===== src/rtl/load_store_unit_pkg.sv =====
// load_store_unit_pkg: opcode, func3 and FSM encodings shared by the load/store unit
package load_store_unit_pkg;
    localparam logic [4:0] OP_LOAD  = 5'b00000;
    localparam logic [4:0] OP_STORE = 5'b01000;
    localparam logic [2:0] F3_LB  = 3'b000;
    localparam logic [2:0] F3_LH  = 3'b001;
    localparam logic [2:0] F3_LW  = 3'b010;
    localparam logic [2:0] F3_LBU = 3'b100;
    localparam logic [2:0] F3_LHU = 3'b101;
    localparam logic [2:0] F3_SB  = 3'b000;
    localparam logic [2:0] F3_SH  = 3'b001;
    localparam logic [2:0] F3_SW  = 3'b010;
    typedef enum logic [1:0] {S_IDLE, S_REQ, S_WAIT, S_RESP} state_e;
endpackage


===== src/rtl/lsu_align.sv =====
// lsu_align: store lane steering, load extraction/extension and access legality
module lsu_align
    import load_store_unit_pkg::*;
(
    input  logic        is_store_i,
    input  logic [2:0]  func3_i,
    input  logic [1:0]  addr_lo_i,
    input  logic [31:0] wdata_i,
    input  logic [31:0] rdata_i,
    output logic [3:0]  be_o,
    output logic [31:0] wdata_o,
    output logic [31:0] rdata_o,
    output logic        err_o
);
    logic [7:0]  byte_sel;
    logic [15:0] half_sel;
    // size comes from func3[1:0]; unsigned variants only exist for loads
    always_comb begin
        byte_sel = rdata_i[8*addr_lo_i +: 8];
        half_sel = addr_lo_i[1] ? rdata_i[31:16] : rdata_i[15:0];
        be_o     = func3_i[1:0] == 2'b00 ? 4'b0001 << addr_lo_i :
                   func3_i[1:0] == 2'b01 ? (addr_lo_i[1] ? 4'b1100 : 4'b0011) : 4'b1111;
        wdata_o  = func3_i[1:0] == 2'b00 ? {4{wdata_i[7:0]}} :
                   func3_i[1:0] == 2'b01 ? {2{wdata_i[15:0]}} : wdata_i;
        rdata_o  = func3_i == F3_LB  ? {{24{byte_sel[7]}}, byte_sel} :
                   func3_i == F3_LH  ? {{16{half_sel[15]}}, half_sel} :
                   func3_i == F3_LW  ? rdata_i :
                   func3_i == F3_LBU ? {24'd0, byte_sel} :
                   func3_i == F3_LHU ? {16'd0, half_sel} : 32'd0;
        err_o    = func3_i == 3'b011 || func3_i[2:1] == 2'b11 || (is_store_i && func3_i[2]) ||
                   (func3_i[1:0] == 2'b01 && addr_lo_i[0]) ||
                   (func3_i[1:0] == 2'b10 && addr_lo_i != 2'b00);
    end
endmodule


===== src/rtl/load_store_unit.sv =====
// load_store_unit: single-outstanding LOAD/STORE memory stage with one-cycle response
module load_store_unit
    import load_store_unit_pkg::*;
(
    input  logic        clk,
    input  logic        rst,
    input  logic        req_valid,
    output logic        req_ready,
    input  logic [4:0]  opcode,
    input  logic [2:0]  func3,
    input  logic [31:0] addr,
    input  logic [31:0] wdata,
    input  logic [4:0]  rd,
    output logic        resp_valid,
    output logic [31:0] resp_rdata,
    output logic [4:0]  resp_rd,
    output logic        resp_err,
    output logic        mem_req,
    output logic        mem_we,
    output logic [3:0]  mem_be,
    output logic [31:0] mem_addr,
    output logic [31:0] mem_wdata,
    input  logic        mem_gnt,
    input  logic        mem_rvalid,
    input  logic [31:0] mem_rdata,
    input  logic        flush
);
    state_e      state_q, state_d;
    logic        store_q, kill_q, kill_d, err_q, err_d;
    logic [2:0]  func3_q;
    logic [31:0] addr_q, wdata_q, rdata_q, rdata_d;
    logic [4:0]  rd_q;
    logic        idle, in_req, in_resp, accept;
    logic        al_store, al_err;
    logic [2:0]  al_func3;
    logic [1:0]  al_addr;
    logic [3:0]  al_be;
    logic [31:0] al_wdata, al_rdata;

    assign idle    = state_q == S_IDLE;
    assign in_req  = state_q == S_REQ;
    assign in_resp = state_q == S_RESP;
    assign accept  = idle && req_valid && (opcode == OP_LOAD || opcode == OP_STORE);
    // legality is judged on the incoming request in IDLE, lanes/extraction on the latched one afterwards
    assign al_store = idle ? opcode == OP_STORE : store_q;
    assign al_func3 = idle ? func3 : func3_q;
    assign al_addr  = idle ? addr[1:0] : addr_q[1:0];

    lsu_align u_align (
        .is_store_i (al_store),
        .func3_i    (al_func3),
        .addr_lo_i  (al_addr),
        .wdata_i    (wdata_q),
        .rdata_i    (mem_rdata),
        .be_o       (al_be),
        .wdata_o    (al_wdata),
        .rdata_o    (al_rdata),
        .err_o      (al_err)
    );

    // state, kill flag, response data and the accepted request fields
    always_ff @(posedge clk or posedge rst) begin
        if (rst) begin
            state_q <= S_IDLE;
            kill_q  <= 1'b0;
            err_q   <= 1'b0;
            rdata_q <= '0;
            store_q <= 1'b0;
            func3_q <= '0;
            addr_q  <= '0;
            wdata_q <= '0;
            rd_q    <= '0;
        end else begin
            state_q <= state_d;
            kill_q  <= kill_d;
            err_q   <= err_d;
            rdata_q <= rdata_d;
            if (accept) begin
                store_q <= opcode == OP_STORE;
                func3_q <= func3;
                addr_q  <= addr;
                wdata_q <= wdata;
                rd_q    <= rd;
            end
        end
    end

    // a granted load must still drain its rvalid, so flush only marks it killed
    always_comb begin
        state_d = state_q;
        kill_d  = kill_q;
        err_d   = err_q;
        rdata_d = rdata_q;
        case (state_q)
            S_IDLE: if (accept) begin
                err_d   = al_err;
                rdata_d = '0;
                kill_d  = 1'b0;
                state_d = al_err ? S_RESP : S_REQ;
            end
            S_REQ: if (mem_gnt) begin
                state_d = store_q ? S_RESP : S_WAIT;
                kill_d  = flush && !store_q;
            end else if (flush) begin
                state_d = S_IDLE;
            end
            S_WAIT: if (mem_rvalid) begin
                state_d = (kill_q || flush) ? S_IDLE : S_RESP;
                rdata_d = al_rdata;
            end else if (flush) begin
                kill_d = 1'b1;
            end
            default: state_d = S_IDLE;
        endcase
    end

    assign req_ready  = idle;
    assign mem_req    = in_req;
    assign mem_we     = in_req && store_q;
    assign mem_be     = in_req ? al_be : 4'd0;
    assign mem_addr   = in_req ? {addr_q[31:2], 2'b00} : 32'd0;
    assign mem_wdata  = in_req && store_q ? al_wdata : 32'd0;
    assign resp_valid = in_resp;
    assign resp_rdata = in_resp ? rdata_q : 32'd0;
    assign resp_rd    = in_resp ? rd_q : 5'd0;
    assign resp_err   = in_resp && err_q;
endmodule


===== config.mk =====
export PLATFORM = sky130hd
export DESIGN_NAME = load_store_unit
export DESIGN_NICKNAME = d
export VERILOG_FILES = /design/src/rtl/load_store_unit_pkg.sv /design/src/rtl/lsu_align.sv /design/src/rtl/load_store_unit.sv
export SDC_FILE = /design/constraint.sdc
export NUM_CORES = 1
export LEC_CHECK = 0
export ABC_AREA = 1
export CAP_MARGIN = 20
export CORE_UTILIZATION = 35
export DETAILED_ROUTE_END_ITERATION = 6
export DONT_BUFFER_PORTS = 1
export HOLD_SLACK_MARGIN = 0.1
export SLEW_MARGIN = 30
export SYNTH_ARGS = -nofsm -noshare
export SYNTH_HDL_FRONTEND = slang
export SYNTH_SLANG_ARGS = --single-unit
export TNS_END_PERCENT = 50

===== constraint.sdc =====
create_clock -name clk -period 3 [get_ports clk]
set_input_delay 0.15 -clock clk [delete_from_list [all_inputs] [get_ports clk]]
set_output_delay 0.15 -clock clk [all_outputs]
set_load 0.01 [all_outputs]

==> results.sh <==
export IMPL_die_h_um=141
export IMPL_ys_warn_count=0
export IMPL_synthDistinctLibCells=32
export IMPL_period_needed_ps=2790
export IMPL_worst_slew_pin_slew_ps=909
export IMPL_wire_per_inst_um=15.7
export IMPL_netlist_area_sq_um=6750
export IMPL_seqCellArea_sq_um=2730
export IMPL_cts_max_path_buffers=2
export IMPL_r2r_slack_ps=210
export IMPL_drc_errors=0
export IMPL_hpwl_um=14900
export IMPL_layout_nets=1276
export IMPL_ys_ff_latch=109
export IMPL_synth_cells=1067
export IMPL_cts_tree="built"
export IMPL_max_slew_margin_pct=39.4
export IMPL_insertion_delay_ps=360
export IMPL_wl_met2_um=10400
export IMPL_most_common_layout_cells="nand2_1 (536), inv_1 (136), dfrtp_1 (109), dlygate4sd3_1 (99)"
export IMPL_endpoint_kind="flip-flop"
export IMPL_place_congestion=0.898
export IMPL_vias_per_cell=4.88
export IMPL_cellPowerDensity_nw_per_um2=879
export IMPL_drt_iter0_markers=442
export IMPL_place_ws_ps=343
export IMPL_grt_antenna_before_repair=0
export IMPL_initial_core_util_pct=35.9
export IMPL_clk_pin_slew_ps=80
export IMPL_area_delta_synth_final_pct=24.2
export IMPL_ir_drop_v=0.000434
export IMPL_die_area_sq_um=19800
export IMPL_grt_pass1_vias=6598
export IMPL_routed_wl_met3_um=1590
export IMPL_cp_arrival_ps=3030
export IMPL_wl_met1_um=9460
export IMPL_fin_skew_ps=7.06
export IMPL_outcome="finished, final reports clean"
export IMPL_dp_cells=1280
export IMPL_p_total_mw=7.36
export IMPL_die_w_um=141
export IMPL_htree_num_levels=3
export IMPL_portBuffers=0
export IMPL_avgSynthCellArea_sq_um=6.32
export IMPL_cp_max_fo=17
export IMPL_ios=225
export IMPL_rsz0062_at_grt="false"
export IMPL_p_leak_nw=4.95
export IMPL_fin_setup_tns_ps=0
export IMPL_root_buffer="clkbuf_16"
export IMPL_crit_path_start_kind="flip-flop"
export IMPL_critPathKind="flip-flop to flip-flop"
export IMPL_num_vias=6812
export IMPL_rows=50
export IMPL_maxSlewViolCount=0
export IMPL_multi_input_comb_area_sq_um=3250
export IMPL_finalHoldViolCount=0
export IMPL_finalSetupViolations=0
export IMPL_fill_cells=1976
export IMPL_final_common_cell="nand2_1"
export IMPL_grt_first_pass_wirelength_um=35000
export IMPL_top_layer="met4"
export IMPL_cts_buffers=9
export IMPL_stdcell_count=1396
export IMPL_synth_seq_area_share_pct=40.4
export IMPL_fin_worst_hold_slack_ps=123
export IMPL_maxCapViolCount=0
export IMPL_hp_class="primary input to flip-flop"
export IMPL_gr_usage_all_layers_pct=22.5
export IMPL_grt_ovfl_total=0
export IMPL_core_area_sq_um=18800
export IMPL_grt_max_degree=78
export IMPL_ant_nets=0
export IMPL_n_antenna_cell=0
export IMPL_cts_sinks=109
export IMPL_fin_ws_ps=210
export IMPL_timing_fmax_mhz=358
export IMPL_fin_crit_sh_pct=93.0
export IMPL_worstPathRequired_ps=3240
export IMPL_firstDrtPassIters=5
export IMPL_drive_above_1_share_pct=6.88
export IMPL_wl_um=21900
==> per-stage QoR <==
stage	util [%]	instance area (sq um)
6_report	44.6	8370
5_1_grt	44.6	8370
4_1_cts	44.5	8350
3_5_place_dp	37.6	7060
3_3_place_gp	37.6	7060
2_1_floorplan	-	6750
==> critical path, cell delays in order (launching register included) <==
cell and delay [ps]:
dfrtp_1 430, inv_1 100, ha_1 310, buf_12 200, inv_6 70, nand2_4 130
nand2_2 210, nor2_1 200, nand2_1 70, nand2_1 70, nand3_1 90, nand2_1 80
nand2_1 50, nand2_1 50, nand2_1 50, dlygate4sd3_1 550
==> final timing paths <==
check | startpoint | endpoint | cells past startpoint
max in group asynchronous | rst | addr_q[17] | 4
worst min-delay path | flush | state_q[0] | 3
worst max register to register | state_q[0] | state_q[1] | 15
worst min register to register | rdata_q[16] | rdata_q[16] | 2
min in group asynchronous | rst | wdata_q[7] | 2
worst max-delay path | state_q[0] | state_q[1] | 15
==> layer usage <==
metal	GRT usage (%)	vias to the layer above
li1	-	3376
met1	28.8	3133
met2	37.4	272
met3	5.10	31
met4	7.78	0
met5	0	-
==> cell families after synthesis <==
logic type               count (synthesis)  share of synthesized area, %
other                                    1                        0.0556
adder cells (fa/ha/maj)                  4                         0.742
AO/OA/AOI/OAI                           90                          6.88
AND/OR/NAND/NOR                        670                          40.2
buffers and inverters                  193                          11.7
flip-flops                             109                          40.4
==> layout make-up <==
type,instances,area share (%)
clock buffers,9,2.69
multi-input cells,766,38.8
clock inverters,7,0.896
inverters,144,6.56
flip-flops and latches,109,32.6
repair buffers,127,14.9
well taps,234,3.50
==> sequential cells by signal (all words and copies together), names as in the netlist <==
register  cells
store_q       1
addr_q       32
func3_q       3
rdata_q      32
kill_q        1
rd_q          5
wdata_q      32
state_q       2
err_q         1
==> where the power goes <==
| part | leakage (nW) | switching (mW) | internal [mW] | total (mW) |
|---|---|---|---|---|
| Sequential | 1.42 | 0.381 | 2.05 | 2.43 |
| Combinational | 3.39 | 2.52 | 1.17 | 3.69 |
| Clock | 0.145 | 0.637 | 0.596 | 1.23 |
| Total | 4.95 | 3.54 | 3.82 | 7.36 |
==> timing repair <==
action	CTS	global route
setup buffers	0	0
endpoints found under the setup margin	0	14
hold endpoints to repair	128	0
hold buffers	99	0
gates resized for setup	0	2
==> Yosys cell counts <==
cell      number  area (sq um)
a211oi_1       1          7.51
nand2_4        4          45.0
nand4_2        1          12.5
nand4_1        8          50.1
o21ai_1        6          30.0
nand2_2       12          75.1
o22ai_1        1          6.26
clkbuf_1      28           105
a21oi_2        2          17.5
nor2_2         2          12.5
nor2_1        50           188
buf_4          2          15.0
o21a_1         1          7.51
nor2_8         1          20.0
nor2_4         1          11.3
dfrtp_1      109          2730
nand3_1       50           250
nand2_1      537          2020
buf_6          5          56.3
conb_1         1          3.75
inv_6          1          8.76
inv_2          6          22.5
o21ai_0       46           230
buf_1          1          3.75
nand3_2        1          10.0
buf_2         13          65.1
inv_1        137           514
ha_1           4          50.1
nor3_1         1          5.00
a21oi_1       33           165
or2_2          1          6.26
nor3b_1        1          7.51
Power figures use the tool's default switching activity.
